### src/rtl/acl_frame_sequencer.sv
// acl_frame_sequencer
//
// Controls the read side of the ingress frame FIFO. It counts the words of each
// received frame and waits for the ACL verdict on that frame. On a permit it drains
// the frame to the egress AXI-Stream. On a deny or a verdict timeout it reads the
// frame out of the FIFO and discards it. Only one frame is in flight at a time.
// While a frame is pending, o_rx_hold stops upstream from presenting more words.
//
// Parameters
//   CNT_W        width of the FIFO word count and frame length (max frame 2**CNT_W-1)
//   TIMEOUT_CYC  cycles to wait in WAIT_ACL before a forced drop (>= 2)
//   STAT_W       width of the statistics counters (only with ACL_SEQ_STATS_EN)
//
// Ports
//   clk, rst          rising-edge clock, asynchronous active-high reset
//   i_rxd_tvalid/tready/tlast  ingress handshake as seen by the FIFO write side
//   i_wr_cnt          FIFO occupancy
//   i_acl_valid/permit one-cycle verdict strobe and verdict value
//   i_txd_tready      egress sink ready
//   o_rx_hold         upstream must stop presenting words while a frame is pending
//   o_rd_valid        FIFO read strobe, one word per high cycle
//   o_fifo_invalid    qualifies reads as discards (high while dropping)
//   o_txd_tvalid/tlast egress word valid / last, aligned with the FIFO read data
//   o_len_err         sticky, set when a frame exceeded 2**CNT_W-1 words
//   o_fwd_cnt/o_drop_cnt/o_tmo_cnt  frame statistics (only with ACL_SEQ_STATS_EN)
//
// Build option
//   ACL_SEQ_STATS_EN  define to add the three statistics counters and their ports.

module acl_frame_sequencer #(
    parameter int CNT_W       = 9,
    parameter int TIMEOUT_CYC = 1024
`ifdef ACL_SEQ_STATS_EN
    ,
    parameter int STAT_W      = 16
`endif
) (
    input  logic              clk,
    input  logic              rst,
    input  logic              i_rxd_tvalid,
    input  logic              i_rxd_tready,
    input  logic              i_rxd_tlast,
    input  logic [CNT_W-1:0]  i_wr_cnt,
    input  logic              i_acl_valid,
    input  logic              i_acl_permit,
    input  logic              i_txd_tready,
    output logic              o_rx_hold,
    output logic              o_rd_valid,
    output logic              o_fifo_invalid,
    output logic              o_txd_tvalid,
    output logic              o_txd_tlast,
`ifdef ACL_SEQ_STATS_EN
    output logic [STAT_W-1:0] o_fwd_cnt,
    output logic [STAT_W-1:0] o_drop_cnt,
    output logic [STAT_W-1:0] o_tmo_cnt,
`endif
    output logic              o_len_err
);

    localparam int               TMR_W    = $clog2(TIMEOUT_CYC);
    localparam logic [CNT_W-1:0] CNT_MAX  = '1;
    localparam logic [TMR_W-1:0] TMR_LAST = TMR_W'(TIMEOUT_CYC - 1);

    typedef enum logic [1:0] {
        IDLE,
        WAIT_ACL,
        FORWARD,
        DROP
    } state_t;

    state_t             state_q, state_d;
    logic [CNT_W-1:0]   wcnt_q, wcnt_d;
    logic [CNT_W-1:0]   len_q, len_d;
    logic [CNT_W-1:0]   rem_q, rem_d;
    logic [TMR_W-1:0]   timer_q, timer_d;
    logic               pending_q, pending_d;
    logic               frame_ovf_q, frame_ovf_d;
    logic               frame_err_q, frame_err_d;
    logic               len_err_q, len_err_d;
    logic               txd_tvalid_q, txd_tvalid_d;
    logic               txd_tlast_q, txd_tlast_d;
    logic               rd_valid;
    logic               fifo_invalid;
    logic               rx_accept;

    // Words offered while a frame is pending are not counted.
    assign rx_accept = i_rxd_tvalid & i_rxd_tready & ~pending_q;

    // Next-state logic: the ingress word counter, then the verdict/drain FSM.
    // frame_ovf tracks words that arrived after the counter saturated. frame_err
    // marks the pending frame as oversize, which forces a drop whatever the verdict.
    always_comb begin
        state_d      = state_q;
        wcnt_d       = wcnt_q;
        len_d        = len_q;
        rem_d        = rem_q;
        timer_d      = timer_q;
        pending_d    = pending_q;
        frame_ovf_d  = frame_ovf_q;
        frame_err_d  = frame_err_q;
        len_err_d    = len_err_q;
        txd_tvalid_d = 1'b0;
        txd_tlast_d  = 1'b0;
        rd_valid     = 1'b0;
        fifo_invalid = 1'b0;

        if (rx_accept) begin
            if (i_rxd_tlast) begin
                len_d       = (wcnt_q == CNT_MAX) ? CNT_MAX : wcnt_q + CNT_W'(1);
                frame_err_d = frame_ovf_q | (wcnt_q == CNT_MAX);
                if (frame_ovf_q | (wcnt_q == CNT_MAX)) begin
                    len_err_d = 1'b1;
                end
                wcnt_d      = '0;
                frame_ovf_d = 1'b0;
                pending_d   = 1'b1;
            end else if (wcnt_q == CNT_MAX) begin
                frame_ovf_d = 1'b1;
            end else begin
                wcnt_d = wcnt_q + CNT_W'(1);
            end
        end

        case (state_q)
            IDLE: begin
                if (pending_q) begin
                    state_d = WAIT_ACL;
                    timer_d = '0;
                end
            end
            WAIT_ACL: begin
                timer_d = timer_q + TMR_W'(1);
                // A verdict that arrives in the same cycle as the timeout takes priority.
                if (i_acl_valid) begin
                    state_d = (i_acl_permit & ~frame_err_q) ? FORWARD : DROP;
                    rem_d   = len_q;
                end else if (timer_q == TMR_LAST) begin
                    state_d = DROP;
                    rem_d   = len_q;
                end
            end
            FORWARD: begin
                if (rem_q == '0) begin
                    state_d   = IDLE;
                    pending_d = 1'b0;
                end else begin
                    rd_valid = i_txd_tready & (i_wr_cnt != '0);
                    if (rd_valid) begin
                        rem_d = rem_q - CNT_W'(1);
                    end
                end
                // The FIFO has one cycle of read latency, so egress valid trails the read.
                txd_tvalid_d = rd_valid;
                txd_tlast_d  = rd_valid & (rem_q == CNT_W'(1));
            end
            DROP: begin
                fifo_invalid = 1'b1;
                if (rem_q == '0) begin
                    state_d   = IDLE;
                    pending_d = 1'b0;
                end else begin
                    rd_valid = (i_wr_cnt != '0);
                    if (rd_valid) begin
                        rem_d = rem_q - CNT_W'(1);
                    end
                end
            end
            default: begin
                state_d = IDLE;
            end
        endcase
    end

    // State and datapath registers. A reset abandons any frame in flight.
    always_ff @(posedge clk or posedge rst) begin
        if (rst) begin
            state_q      <= IDLE;
            wcnt_q       <= '0;
            len_q        <= '0;
            rem_q        <= '0;
            timer_q      <= '0;
            pending_q    <= 1'b0;
            frame_ovf_q  <= 1'b0;
            frame_err_q  <= 1'b0;
            len_err_q    <= 1'b0;
            txd_tvalid_q <= 1'b0;
            txd_tlast_q  <= 1'b0;
        end else begin
            state_q      <= state_d;
            wcnt_q       <= wcnt_d;
            len_q        <= len_d;
            rem_q        <= rem_d;
            timer_q      <= timer_d;
            pending_q    <= pending_d;
            frame_ovf_q  <= frame_ovf_d;
            frame_err_q  <= frame_err_d;
            len_err_q    <= len_err_d;
            txd_tvalid_q <= txd_tvalid_d;
            txd_tlast_q  <= txd_tlast_d;
        end
    end

    assign o_rx_hold      = pending_q;
    assign o_rd_valid     = rd_valid;
    assign o_fifo_invalid = fifo_invalid;
    assign o_txd_tvalid   = txd_tvalid_q;
    assign o_txd_tlast    = txd_tlast_q;
    assign o_len_err      = len_err_q;

`ifdef ACL_SEQ_STATS_EN
    logic [STAT_W-1:0] fwd_cnt_q, fwd_cnt_d;
    logic [STAT_W-1:0] drop_cnt_q, drop_cnt_d;
    logic [STAT_W-1:0] tmo_cnt_q, tmo_cnt_d;

    // Frame statistics. Each counter counts entries into FORWARD or DROP. A drop
    // with no verdict strobe in that cycle was caused by the timeout.
    always_comb begin
        fwd_cnt_d  = fwd_cnt_q;
        drop_cnt_d = drop_cnt_q;
        tmo_cnt_d  = tmo_cnt_q;
        if (state_q == WAIT_ACL && state_d == FORWARD) begin
            fwd_cnt_d = fwd_cnt_q + STAT_W'(1);
        end
        if (state_q == WAIT_ACL && state_d == DROP) begin
            drop_cnt_d = drop_cnt_q + STAT_W'(1);
            if (!i_acl_valid) begin
                tmo_cnt_d = tmo_cnt_q + STAT_W'(1);
            end
        end
    end

    // Statistics registers, cleared only by reset and wrapping naturally.
    always_ff @(posedge clk or posedge rst) begin
        if (rst) begin
            fwd_cnt_q  <= '0;
            drop_cnt_q <= '0;
            tmo_cnt_q  <= '0;
        end else begin
            fwd_cnt_q  <= fwd_cnt_d;
            drop_cnt_q <= drop_cnt_d;
            tmo_cnt_q  <= tmo_cnt_d;
        end
    end

    assign o_fwd_cnt  = fwd_cnt_q;
    assign o_drop_cnt = drop_cnt_q;
    assign o_tmo_cnt  = tmo_cnt_q;
`endif

endmodule

### config.mk
export PLATFORM = sky130hd
export DESIGN_NAME = acl_frame_sequencer
export DESIGN_NICKNAME = d
export VERILOG_FILES = /design/src/rtl/acl_frame_sequencer.sv
export SDC_FILE = /design/constraint.sdc
export NUM_CORES = 1
export LEC_CHECK = 0
export ABC_CLOCK_PERIOD_IN_PS = 3990
export BUFFER_PORTS_ARGS = -buffer_cell sky130_fd_sc_hd__buf_2
export CAP_MARGIN = 20
export CORE_MARGIN = 2
export CORE_UTILIZATION = 44
export DETAILED_ROUTE_END_ITERATION = 10
export PLACE_DENSITY = 0.66
export REMOVE_ABC_BUFFERS = 1
export SKIP_LAST_GASP = 1
export SYNTH_ARGS = -nofsm -noshare
export SYNTH_HDL_FRONTEND = slang
export SYNTH_SLANG_ARGS = --single-unit
### constraint.sdc
create_clock -name clk -period 3.99 [get_ports clk]
set_input_delay 0.1995 -clock clk [delete_from_list [all_inputs] [get_ports clk]]
set_output_delay 0.1995 -clock clk [all_outputs]
set_load 0.005 [all_outputs]
======== Word-level counts from Yosys, hierarchy flattened ========
Index checks and enable logic that the tools add are counted.
cells by class
  $add $sub $neg .......................... 3
  eq/ne operators ......................... 14
  mux-type cells .......................... 31
  bitwise logic cells ..................... 8
  reduce and logical (&&, ||, !) cells .... 14
operator list
  operator                                              count
  two-way mux 9 bit                                     9
  one-hot mux 9 bit (3 select lines)                    1
  one-hot mux 10 bit (2 select lines)                   1
  two-way mux 1 bit                                     13
  != test 2 bit (second input constant)                 6
  adder 10 x 1 -> 10 bit (second input constant)        1
  equality test 10 bit (second input constant)          1
  two-way mux 10 bit                                    1
  adder 9 x 1 -> 9 bit (second input constant)          1
  equality test 9 x 1 -> 1 bit (second input constant)  1
  equality test 9 bit (second input constant)           1
  zero test 9 bit                                       1
  nonzero test 9 bit                                    1
  subtractor 9 x 1 -> 9 bit (second input constant)     1
  two-way mux 2 bit                                     4
  AND reduction 2 bit                                   4
  one-hot mux 2 bit (3 select lines)                    1
  AND reduction 3 bit                                   2
  AND reduction 6 bit                                   1
  bitwise AND 1 bit                                     5
  equality test 2 bit (second input constant)           2
  nonzero test 2 bit                                    2
  != test 3 bit (second input constant)                 1
  nonzero test 3 bit                                    1
  other kinds (7)                                       8
storage, ports and cells
  register bits ........................... 45
  output and inout port bits .............. 6

======== Depth between registers and ports, before layout ========
  depth after elaboration ................. 6
  depth in mapped cells ................... 11
  mapped depth without buffers ............ 10

======== Least setup slack after synthesis ========
OpenSTA, ideal clock, no wires.
  path type ............................... reg2reg
  from .................................... reg wcnt_q[0]
  to ...................................... reg wcnt_q[7]
  setup time .............................. 0.095 ns
  arrival ................................. 2.224 ns
  required time ........................... 3.895 ns
  path slack .............................. 1.671 ns
  stages on the path, launching flop included .. 12
  path buffers ............................ 1
  path through ............................ dfrtp_1 ha_1 and3_1 and3_1 nand3_1 inv_1 ha_1 or3_1 clkbuf_1 a31oi_1 o21ai_0 o31ai_1
between the ends
  cells in the longest elaborated chain, start to end .. 3
  elaborated cells on any way between the ends .. 6
  those cells by class .................... add/sub: 1; eq/ne: 2; mux: 2; reduce/logical: 1
RTL lines
  item                                                         RTL line  text
  from (decl)                                                  72        logic [CNT_W-1:0] wcnt_q, wcnt_d;
  from (signal assigned)                                       190       wcnt_q <= wcnt_d;
  adder 9 x 1 -> 9 bit or equality test 9 bit (tied branches)  120, 117
  two-way mux 9 bit or != test 2 bit (tied branches)           n/a
  two-way mux 9 bit or AND reduction 2 bit (tied branches)     n/a
Several ways; a longest one is shown, not always the timed one. The select of a mux whose other input is x is not followed.
A chain may end at the register's enable or synchronous reset.

======== Worst setup path after layout ========
Same ends and word-level chain as after synthesis.

==> run_results.csv <==
group,metric,value,unit
yosys,yosys-top-cells-area,"dfrtp_1, nor2_1, o21ai_0",
yosys,yosys-top-cells-count,"dfrtp_1, nor2_1, nand2_1, o21ai_0, a21oi_1",
sta,fin_crit,2.52,ns
worst_setup_path,r2r_slack,1.47,ns
sta,hold_viol,0,
yosys,yosysMostFrequentCell,"dfrtp_1",
yosys,netlist.area_leader.share,0.475,
clock_network,postCtsSetupBuffers,0,
power_and_ir_drop,vdd_drop_max,0.232,mV
power_and_ir_drop,leakagePower,1.19,nW
final_layout,antenna_cells,0,
clock_network,numClockSinks,45,
die,top_level_ports,23,
power_and_ir_drop,p_comb_frac,0.311,
clock_network,clk_latency,0.29,ns
yosys,async_reset_ff_frac,1.00,
yosys,yosysSeqAreaShare,0.475,
run,maxCapViolations,0,
worst_setup_path,crit_path_end_kind,"register",
power_and_ir_drop,p_sw_frac,0.378,
grt,globalRouteOverflowTotal,0,
die,die_w,77.4,um
power_and_ir_drop,power_switching,0.000559,W
detailed_routing,wl_per_cell,14.2,um
yosys,synth.distinct_cells,46,
final_layout,regArea,0.00113,sq mm
worst_setup_path,crit_start,"wcnt_q[0]$_DFFE_PP0P_",
sta,slew_viol_final,0,
power_and_ir_drop,seq_power_share,0.509,
clock_network,htreeDepth,2,
detailed_routing,first_pass_iters,4,
detailed_routing,via_per_inst,5.53,
final_layout,nets,296,
placement,placed_cell_area,0.00253,sq mm
worst_setup_path,critPathArrivalTime,2.71,ns
detailed_routing,ant_nets,0,
clock_network,cts_resized,0,
yosys,netlist_area,0.00237,sq mm
grt,grt_max_degree,46,
sta,finalSetupViolCount,0,
grt,grt_pass1_wl,8.63,mm
worst_setup_path,crit_type,"register to register",
sta,fin_worst_skew,0.00545,ns
grt,antenna_found_initial,0,
sta,relSlewSlack,0.392,
clock_network,tritoncts,"done",
sta,rsz0062_at_grt,"no",
yosys,synth_edf_count,0,
yosys,yosysTopAreaCell,"dfrtp_1",
clock_network,clk_path_buf_depth,2,
power_and_ir_drop,power,0.00148,W
sta,worstMarginPinSlew,0.911,ns
clock_network,hold_buffers,0,
die,start_util,0.461,
detailed_routing,drt_iter0_drc,90,
worst_setup_path,reg2reg_from,"wcnt_q[0]$_DFFE_PP0P_",
die,core-area,0.00514,sq mm
sta,fin_crit_sh,0.632,
sta,fmax,396,MHz
clock_network,cts_made_buffers,5,
power_and_ir_drop,p_int,0.000922,W
worst_setup_path,cp-start-kind,"register",
placement,hpwl,3.52,mm
yosys,yosys_warnings,0,
yosys,syn_avg_cell_area,9.45,sq um
clock_network,root_buffer,"clkbuf_8",
power_and_ir_drop,clkPwrFrac,0.179,
worst_setup_path,crit_fanout,8,
hold_path,min_path_type,"primary input to asynchronous set/reset pin",
yosys,ys_ff_latch,45,
yosys,netlist_instances,251,
grt,grtUsageTotal,0.180,
final_layout,layout-area-overhead-vs-synth,10.1,%
sta,finalSetupTns,0,ns
worst_setup_path,cp.required,4.18,ns
placement,io_buffers,22,
grt,grt_pass1_vias,1800,
final_layout,drive_gt1_frac,0.136,
clock_network,clkTransAtPathRegs,0.08,ns
die,fp.dieArea,0.00599,sq mm
final_layout,multi_input_area,0.00117,sq mm
run_status,status,"completed",
die,fp.dieH,77.4,um
placement,place_congestion,0.823,
detailed_routing,route.detailed.drc,0,
yosys,ys.flop_type,"dfrtp_1",
die,rows,26,
power_and_ir_drop,power.density,567,mW/mm^2
detailed_routing,vias,1897,
final_layout,fill_cells,509,
detailed_routing,routed_wl,4.89,mm
final_layout,fin_area,0.00261,sq mm
-- stage by stage --
step	hold WS (ns)	utilization	cells	setup slack, ns
floorplan	0.359	-	243	1.71
global placement	0.449	0.492	335	1.58
detailed placement	0.458	0.492	335	1.49
CTS	0.153	0.508	343	1.46
global route	0.195	0.508	343	1.18
finish	0.107	0.508	343	1.47
-- logic make-up (layout without fill, tap and decap cells) --
kind of cell | after synthesis | in the layout | share of synthesized area
adders and majority gates | 7 | 7 | 0.0369
buffers and inverters | 19 | 41 | 0.0332
xor gates and xnor gates | 6 | 6 | 0.0222
DFF | 45 | 45 | 0.475
AOI/OAI and AO/OA | 73 | 73 | 0.207
muxes | 4 | 4 | 0.0185
and+or+nand+nor | 97 | 97 | 0.207
-- layout by cell type, fill, tap and decap left out, drive strengths merged, types with 2 or more instances in the layout --
cell type | netlist | final
a311oi | 4 | 4
mux2 | 3 | 3
nand2b | 5 | 5
nor3 | 7 | 7
xnor2 | 4 | 4
or3 | 3 | 3
xor2 | 2 | 2
or4 | 2 | 2
inv | 11 | 11
nand2 | 20 | 20
nor2 | 30 | 30
nor4 | 4 | 4
a31oi | 8 | 8
clkbuf | 7 | 8
a21o | 3 | 3
a22o | 10 | 10
a21oi | 13 | 13
nand4 | 2 | 2
dfrtp | 45 | 45
o21ai | 21 | 21
or2 | 2 | 2
and4 | 2 | 2
buf | 1 | 22
o31ai | 5 | 5
ha | 7 | 7
nand3 | 9 | 9
and3 | 6 | 6
-- path summary, 6_finish.rpt --
| kind | depth (start not counted) | end |
|---|---|---|
| worst min-delay path | 2 | timer_q[1]$_DFFE_PP0P_ |
| min in group clk | 2 | o_txd_tvalid$_DFF_PP0_ |
| max in group asynchronous | 2 | rem_q[1]$_DFFE_PP0P_ |
| worst min register to register | 1 | o_len_err$_DFFE_PP0P_ |
| worst max register to register | 10 | wcnt_q[7]$_DFFE_PP0P_ |
| worst max-delay path | 10 | wcnt_q[7]$_DFFE_PP0P_ |
-- power groups by stage --
stage	Combinational, W	Clock, W	Sequential [W]
6_report	0.000461	0.000265	0.000755
5_1_grt	0.000532	0.000297	0.000787
4_1_cts	0.000465	0.000276	0.000754
3_5_place_dp	0.000461	0	0.000763
3_3_place_gp	0.000458	0	0.000760
2_1_floorplan	0.000359	0	0.000713
-- flip-flops by register name, summed over array words and instances (netlist names) --
name and cells:
frame_err_q 1, frame_ovf_q 1, len_q 9, o_len_err 1
o_rx_hold 1, o_txd_tlast 1, o_txd_tvalid 1, rem_q 9
state_q 2, timer_q 10, wcnt_q 9
-- cell type report --
cell class | count | share of cell area
Tap cell | 70 | 0.0335
Inverter | 11 | 0.0158
Sequential cell | 45 | 0.431
Clock buffer | 8 | 0.0307
Multi-Input combinational cell | 187 | 0.447
Timing Repair Buffer | 22 | 0.0422
-- layer usage --
metal  GRT usage  vias up  part of all wire
met5           0        -                 0
met4      0.0714        0             0.018
met3      0.0372        7             0.046
met2       0.270       45              0.43
met1       0.254      882              0.50
li1            -      963                 -
-- critical path, stage by stage (launching register included) --
cell     delay (ns)
dfrtp_1        0.44
ha_1           0.27
and3_1         0.21
and3_1         0.23
nand3_1        0.12
inv_1          0.05
ha_1           0.25
or3_1          0.50
a31oi_1        0.17
o21ai_0        0.09
o31ai_1        0.10
Note: power is estimated with default switching activity, not from simulation.
